**src/rtl/uart_sink.sv**
```systemverilog
// uart_sink: buffers one fixed-length message from the UART RX path with a running checksum.
// Optional inter-byte gap timeout is enabled with UART_SINK_TIMEOUT_EN.
module uart_sink #(
  parameter int MESSAGE_LEN = 512,
  parameter int TIMEOUT     = 100000,
  localparam int CW         = $clog2(MESSAGE_LEN + 1)
) (
  input  logic          clk,
  input  logic          rst_n,
  input  logic [7:0]    i_data,
  input  logic          i_valid,
  input  logic [8:0]    i_rd_addr,
  output logic [7:0]    o_rd_data,
  output logic [CW-1:0] o_count,
  output logic [31:0]   o_sum,
  output logic          o_busy,
  output logic          o_done,
  output logic          o_dropped,
  output logic          o_timeout
);

  typedef enum logic [1:0] {
    IDLE,
    RECV,
    DONE
  } state_t;

  state_t        state_q;
  state_t        state_d;
  logic [CW-1:0] count_q;
  logic [CW-1:0] count_d;
  logic [31:0]   sum_q;
  logic [31:0]   sum_d;
  logic          dropped_q;
  logic          wr_en;
  logic [8:0]    wr_addr;
  logic          timeout_hit;
  logic [7:0]    mem [0:511];
  logic [7:0]    rd_data_q;

  localparam logic [CW-1:0] LAST = CW'(MESSAGE_LEN - 1);

`ifdef UART_SINK_TIMEOUT_EN
  localparam int GW = $clog2(TIMEOUT + 1);
  logic [GW-1:0] gap_q;

  assign timeout_hit = (state_q == RECV) && !i_valid
                    && (gap_q == GW'(TIMEOUT - 1));

  // Gap counter: counts idle RECV cycles, cleared on bytes and outside RECV
  always_ff @(posedge clk or negedge rst_n) begin
    if (!rst_n) begin
      gap_q <= '0;
    end else if (state_q != RECV || i_valid || timeout_hit) begin
      gap_q <= '0;
    end else begin
      gap_q <= gap_q + 1'b1;
    end
  end
`else
  logic unused_cfg;
  assign unused_cfg  = ^TIMEOUT;
  assign timeout_hit = 1'b0;
`endif

  // Next-state, write control and count/sum update
  always_comb begin
    state_d = state_q;
    count_d = count_q;
    sum_d   = sum_q;
    wr_en   = 1'b0;
    wr_addr = 9'(count_q);
    unique case (state_q)
      IDLE: begin
        if (i_valid) begin
          wr_en   = 1'b1;
          wr_addr = '0;
          count_d = CW'(1);
          sum_d   = {24'b0, i_data};
          state_d = RECV;
        end
      end
      RECV: begin
        if (i_valid) begin
          wr_en   = 1'b1;
          count_d = count_q + 1'b1;
          sum_d   = sum_q + {24'b0, i_data};
          if (count_q == LAST) begin
            state_d = DONE;
          end
        end else if (timeout_hit) begin
          state_d = IDLE;
        end
      end
      DONE: begin
        state_d = IDLE;
      end
      default: begin
        state_d = IDLE;
      end
    endcase
  end

  // State, count and checksum registers
  always_ff @(posedge clk or negedge rst_n) begin
    if (!rst_n) begin
      state_q <= IDLE;
      count_q <= '0;
      sum_q   <= '0;
    end else begin
      state_q <= state_d;
      count_q <= count_d;
      sum_q   <= sum_d;
    end
  end

  // Sticky flag for a byte lost in the DONE cycle
  always_ff @(posedge clk or negedge rst_n) begin
    if (!rst_n) begin
      dropped_q <= 1'b0;
    end else if (state_q == DONE && i_valid) begin
      dropped_q <= 1'b1;
    end
  end

  // Message buffer write port; contents need no reset
  always_ff @(posedge clk) begin
    if (wr_en) begin
      mem[wr_addr] <= i_data;
    end
  end

  // Registered read port; same-address write returns old data
  always_ff @(posedge clk or negedge rst_n) begin
    if (!rst_n) begin
      rd_data_q <= '0;
    end else begin
      rd_data_q <= mem[i_rd_addr];
    end
  end

  assign o_rd_data = rd_data_q;
  assign o_count   = count_q;
  assign o_sum     = sum_q;
  assign o_busy    = (state_q == RECV);
  assign o_done    = (state_q == DONE);
  assign o_dropped = dropped_q;
  assign o_timeout = timeout_hit;

endmodule

```
**config.mk**
```make
export PLATFORM = sky130hd
export DESIGN_NAME = uart_sink
export DESIGN_NICKNAME = d
export VERILOG_FILES = /design/src/rtl/uart_sink.sv
export SDC_FILE = /design/constraint.sdc
export NUM_CORES = 2
export LEC_CHECK = 0
export ABC_AREA = 1
export CORE_MARGIN = 8
export CORE_UTILIZATION = 55
export CTS_BUF_LIST = sky130_fd_sc_hd__clkbuf_8
export DETAILED_ROUTE_END_ITERATION = 10
export HOLD_SLACK_MARGIN = 0.02
export PLACE_DENSITY = 0.72
export SLEW_MARGIN = 20
export SYNTH_ARGS = -nofsm -noshare
export SYNTH_HDL_FRONTEND = slang
export SYNTH_SLANG_ARGS = --single-unit
```
**constraint.sdc**
```tcl
create_clock -name clk -period 5.3 [get_ports clk]
set_input_delay 0.795 -clock clk [delete_from_list [all_inputs] [get_ports clk]]
set_output_delay 0.795 -clock clk [all_outputs]
set_load 0.02 [all_outputs]
```
# Yosys cells after proc, flatten, opt, wreduce, memory -nomap -nowiden
# Memory sizes are Yosys's and may differ from the RTL's. A register that Yosys moved wholly into a read port is not among the register bits.
# Cells that the tools add are included.
[op_classes]
n_reduce_logical = 7
mux = 16
addsub = 2
n_eq_ne = 6
[ops]
columns = ["cell", "count"]
rows = [
  ["$mux 32", 2],
  ["$pmux 32 s2", 1],
  ["$add 32x8->32", 1],
  ["$mux 10", 2],
  ["$pmux 10 s2", 1],
  ["$mux 9", 2],
  ["$add 10x1->10 const B", 1],
  ["$eq 10x9->1 const B", 1],
  ["$mux 2", 3],
  ["$reduce_and 3->1", 2],
  ["$mux 1", 4],
  ["$ne 2x2->1 const B", 2],
  ["$pmux 2 s2", 1],
  ["$eq 2x1->1 const B", 1],
  ["$eq 2x2->1 const B", 1],
  ["$logic_not 2->1", 1],
  ["$ne 2x1->1 const B", 1],
  ["$reduce_bool 2->1", 1],
  ["$reduce_or 2->1", 1],
  ["$logic_and 1x1->1", 1],
  ["$logic_not 1->1", 1],
]
[word_totals]
wordCells = 36
mem_bits_rw = 4096
mem_count = 1
in_bits = 20
output_inout_bits = 54
ff_bits = 45
[mem_list]
columns = ["memory", "depth", "width", "read_ports", "rd_ports_with_merged_regs", "write_ports", "line_no", "text"]
rows = [
  ["mem", 512, 8, 1, 1, 1, "38", "logic [7:0] mem [0:511];"],
]

# Depth between registers and ports, before layout
[depth]
ltp_word = 5
depth_mapped = 15
depth_no_buf = 13

# Worst setup path before layout
# No wires, ideal clock.
[synth_timing]
kind = "input to register"
startpoint = "in i_valid"
endpoint = "mem mem[295][0] (enable)"
path_buffers = 2
setup_time_ps = 370
path_stages = 11
path_slack_ps = 2546
t_arrival_ps = 2384
required_ps = 4930
cell_sequence = "inv_1 -> nor2_4 -> inv_2 -> nor2_2 -> buf_4 -> nor2_1 -> nand2_1 -> nor2_1 -> nand2_1 -> buf_2 -> nor2_1"
[synth_via]
elab_chain_cells = 4
elab_cells_between_ends = 6
cone_classes = "mux: 6"
[synth_lines]
columns = ["item", "line_no", "text"]
rows = [
  ["start: declaration", "11", "input logic i_valid,"],
  ["$mux 1", "75, 84", ""],
  ["$mux 1", "n/a", ""],
  ["$mux 1", "128", "if (wr_en) begin"],
  ["$mux 1 (implied by the code)", "129", "mem[wr_addr] <= i_data;"],
  ["end: declaration", "38", ""],
]
# Parallel ways exist; a longest one is shown, timed or not.

# Worst setup path in the final report
[layout_timing]
startpoint = "reg state_q[0]"
endpoint = "mem mem[153][1] (enable)"
[layout_via]
elab_chain_cells = 5
elab_cells_between_ends = 7
cone_classes = "eq/ne: 1; mux: 4; reduce/logical: 2"
[layout_lines]
columns = ["item", "line_no", "text"]
rows = [
  ["start: declaration", "28", "state_t state_q;"],
  ["start signal: assignment", "111", "state_q <= state_d;"],
  ["$eq 2x1->1 / $logic_not 2->1 (equally long branches)", "73", "unique case (state_q)"],
  ["$reduce_or 2->1 (no source line)", "n/a", ""],
  ["$mux 1", "n/a", ""],
  ["$mux 1", "128", ""],
  ["$mux 1 (implied by the code)", "129", ""],
]
# Parallel ways exist; a longest one is shown, timed or not.

==> impl_results.md <==
- Ports: 74
- Drt wl/cell: about 24 um
- Pre-antenna DRT Iters: 6
- Port bufs: slightly above 70
- Fmax: 264.1 MHz
- Sequential Power Share: 55.0%
- Total wire length: approximately 450000 um
- Synth unique cells: 37
- Reg-to-Reg Start: state_q[0]$_DFFE_PN0P_
- Fin crit share: 71.45%
- Hold-fix buffers at CTS: 1
- Met3 usage: about 5.4%
- CP max stage cell: nor2_1
- Sw frac: about a quarter
- Number of synthesized flops with an enable pin: between 4000 and 5000
- First-pass GRT wire length: about 670000 um
- Worst reg-to-reg path cell count: 11
- Max VDD drop: 0.2809 mV
- Internal power: 49.43 mW
- Final setup viols: 0
- Nets: 14280
- Resize count post-CTS: 0
- Startpoint types: flop
- Core region area: 305300 um2
- Post-CTS setup buffers: 0
- Vias in the first global route: around 110k
- CTS tree: built
- Gr ovfl total: 0
- Worst-path fanout max: 19
- Synth Flop Type: edfxtp_1
- Slew HR: 25.24%
- Worst min path class: input pin to flop
- Total GRT Usage: 26.91%
- Hold_sp: i_data[2]
- Dpl hpwl: about 260000 um
- Status: complete, no violations
- Antenna violations before repair: 13
- Hold Crit Depth: 1
- Vias per cell: 5.967
- Num CTS Buffers: between 600 and 700
- GR Layer Usage met1: around 36%
- Worst setup path category: flop to flop
- Synth Net Count: 14250
- Setup tns final: 0 ps
- Routed vias: ~110k
- Clk buf depth: 4
- Flop2flop setup slack: 1510 ps
- Area grow syn2layout: 9.681%
- Syn_area_per_cell: ~12 um2
- Clock transition at path regs: approximately 60 ps
- Cell count after synthesis: 14220
- P per Cell Area: 359.2 nW/um2
- Clk_lat worst skew: roughly 1100 ps
- Leakage: between 60 and 70 nW
- CP max stage delay: ~730 ps
- Most Crowded Layer GR: met2
- Unrepaired setup endpoints after global routing: false
- Fin. Hold Viols: 0
- Register area share after synthesis: 73.83%
- Die ar.: between 300000 and 400000 um2
- FP Rows: ~200
- Hold Crit Endpoint: mem[179][2]$_DFFE_PP_
- Synth async-reset ratio: 1.277%
- CP endpoint kind: flop
- Starting Density: a little under three fifths
- Chip height: around 570 um
- RR Endpoint: mem[153][1]$_DFFE_PP_
- Clk_skew: 83.45 ps
- Most common cell after layout, fill and taps aside: nand2_1
- Netlist Area Pre-Place: around 170000 um2
- Min Clock Period, post-route: 3787 ps
- Final-report max-slew violation count: 0
- MaxCap Viol Count: 0
- GRT met2 Usage: between 40 and 50%
- Die W: between 500 and 600 um
- Most frequent cells in the layout: 4209 x nand2_1, 4096 x edfxtp_1, 4095 x nand3_1
- Sequence of cells on the critical path: inv_1, nor2_2, buf_4, inv_2, nor2_1, inv_2, nor3_2, buf_4, nand2_4, buf_4, nor2_1
- Net Sw Power: about 17 mW
- Yosys Warn Count: 0
- CTS sink cnt: a little over 4000
- Clock root buffer master: clkbuf_8
- H-tree depth: 6
- ANT nets after route: 0
- Final core occ: 60.50%
- Fraction of layout cells with a size suffix above 1: about 7.7%
- Clock power share: 36.4%
- Synth Register Bits: ~4100
- CP arrival: ~4500 ps
- Slew @ Worst Pin: roughly 1100 ps
- Pin count of the biggest net entering global routing: roughly 180
- DRC viols: 0
- Crit path required time: between 5000 and 6000 ps
- Fillcell total: 23580
- DRT iter0 DRCs: about 15000
- Combinational group share of total power: ~8.6%
- Most common cell on crit path: buf_4
- GP Congestion: about 0.9
[through the flow]
stage,hold WS (ps),total power [mW],instances,worst slack (ps),area (um2)
2_1_floorplan,499.4,39.95,14220,2546,168400
3_3_place_gp,443.0,42.70,17700,495.3,173300
3_5_place_dp,448.1,42.77,17700,379.8,173300
4_1_cts,22.79,66.41,18830,1432,184700
5_1_grt,71.42,68.23,18830,1468,184700
6_report,122.5,66.35,18830,1513,184700
[Yosys cell counts, drive strengths merged, types with 2 or more instances]
| library cell | number | area (um2) |
|---|---|---|
| nand3 | 4096 | 20500 |
| nor3 | 25 | 151.4 |
| a31oi | 3 | 18.77 |
| a21oi | 37 | 185.2 |
| o21ai | 31 | 158.9 |
| o21a | 5 | 37.54 |
| nand4 | 4 | 25.02 |
| nor4 | 6 | 37.54 |
| and3 | 2 | 12.51 |
| xnor2 | 2 | 17.52 |
| nor2 | 567 | 2146 |
| nand2 | 4227 | 15880 |
| buf | 683 | 3333 |
| dfrtp | 53 | 1326 |
| edfxtp | 4096 | 123000 |
| a21o | 2 | 15.01 |
| inv | 53 | 198.9 |
| clkbuf | 310 | 1164 |
| o211ai | 2 | 15.01 |
| ha | 9 | 112.6 |
| xor2 | 2 | 17.52 |
[worst max-delay path: cells and delay by family, from the launching register on]
kind,cells,cell delay [ps]
DFF,1,450
buffers and inverters,6,1190
and+or+nand+nor,5,1730
[flip-flops by register name (all words and copies together), names as in the netlist]
register and cells:
o_count 10, mem 4096, o_dropped 1, o_sum 32
state_q 2, o_rd_data 8
[area by class of cell]
class,instances,area [um2],share of cell area [%]
multi-input cells,9026,39530,21.40
clock inverters,475,2345,1.269
repair buffers,372,4138,2.240
clock buffers,653,8987,4.866
flip-flops and latches,4149,124300,67.31
inverters,53,234.0,0.1267
diodes,6,15.01,0.008129
well taps,4100,5130,2.777
[kinds of logic after synthesis]
| group | share of synthesized area (%) |
|---|---|
| adders and majority gates | 0.07876 |
| DFF | 73.83 |
| other | 0.002227 |
| and+or+nand+nor | 23.02 |
| buffers and inverters | 2.788 |
| xor gates and xnor gates | 0.02081 |
| AOI/OAI and AO/OA | 0.2652 |
[power groups by stage]
stage | Combinational (mW) | Sequential [mW] | Clock (mW)
finish | 5.72 | 36.5 | 24.1
global route | 6.06 | 36.5 | 25.7
CTS | 5.62 | 36.5 | 24.3
detailed placement | 5.60 | 37.2 | 0
global placement | 5.53 | 37.2 | 0
floorplan | 2.74 | 37.2 | 0
[routing by layer]
layer / part of all wire [%] / wire (um)
met3: 11 / 47250
met1: 38 / 169100
met5: 0.012 / 56
met4: 5.2 / 23450
met2: 47 / 208900
[worst max-delay path by stage]
stage / startpoint / to / slack (ps) / cells past startpoint
after floorplan: i_valid / mem[295][0]$_DFFE_PP_ / 2550 / 11
after CTS: state_q[1]$_DFFE_PN0P_ / mem[326][4]$_DFFE_PP_ / 1430 / 8
after global placement: i_valid / mem[486][6]$_DFFE_PP_ / 500 / 10
after global routing: state_q[0]$_DFFE_PN0P_ / mem[153][6]$_DFFE_PP_ / 1470 / 11
final: state_q[0]$_DFFE_PN0P_ / mem[153][1]$_DFFE_PP_ / 1510 / 11
after detailed placement: i_valid / mem[326][3]$_DFFE_PP_ / 380 / 10
Note: power is estimated with default switching activity, not from simulation.
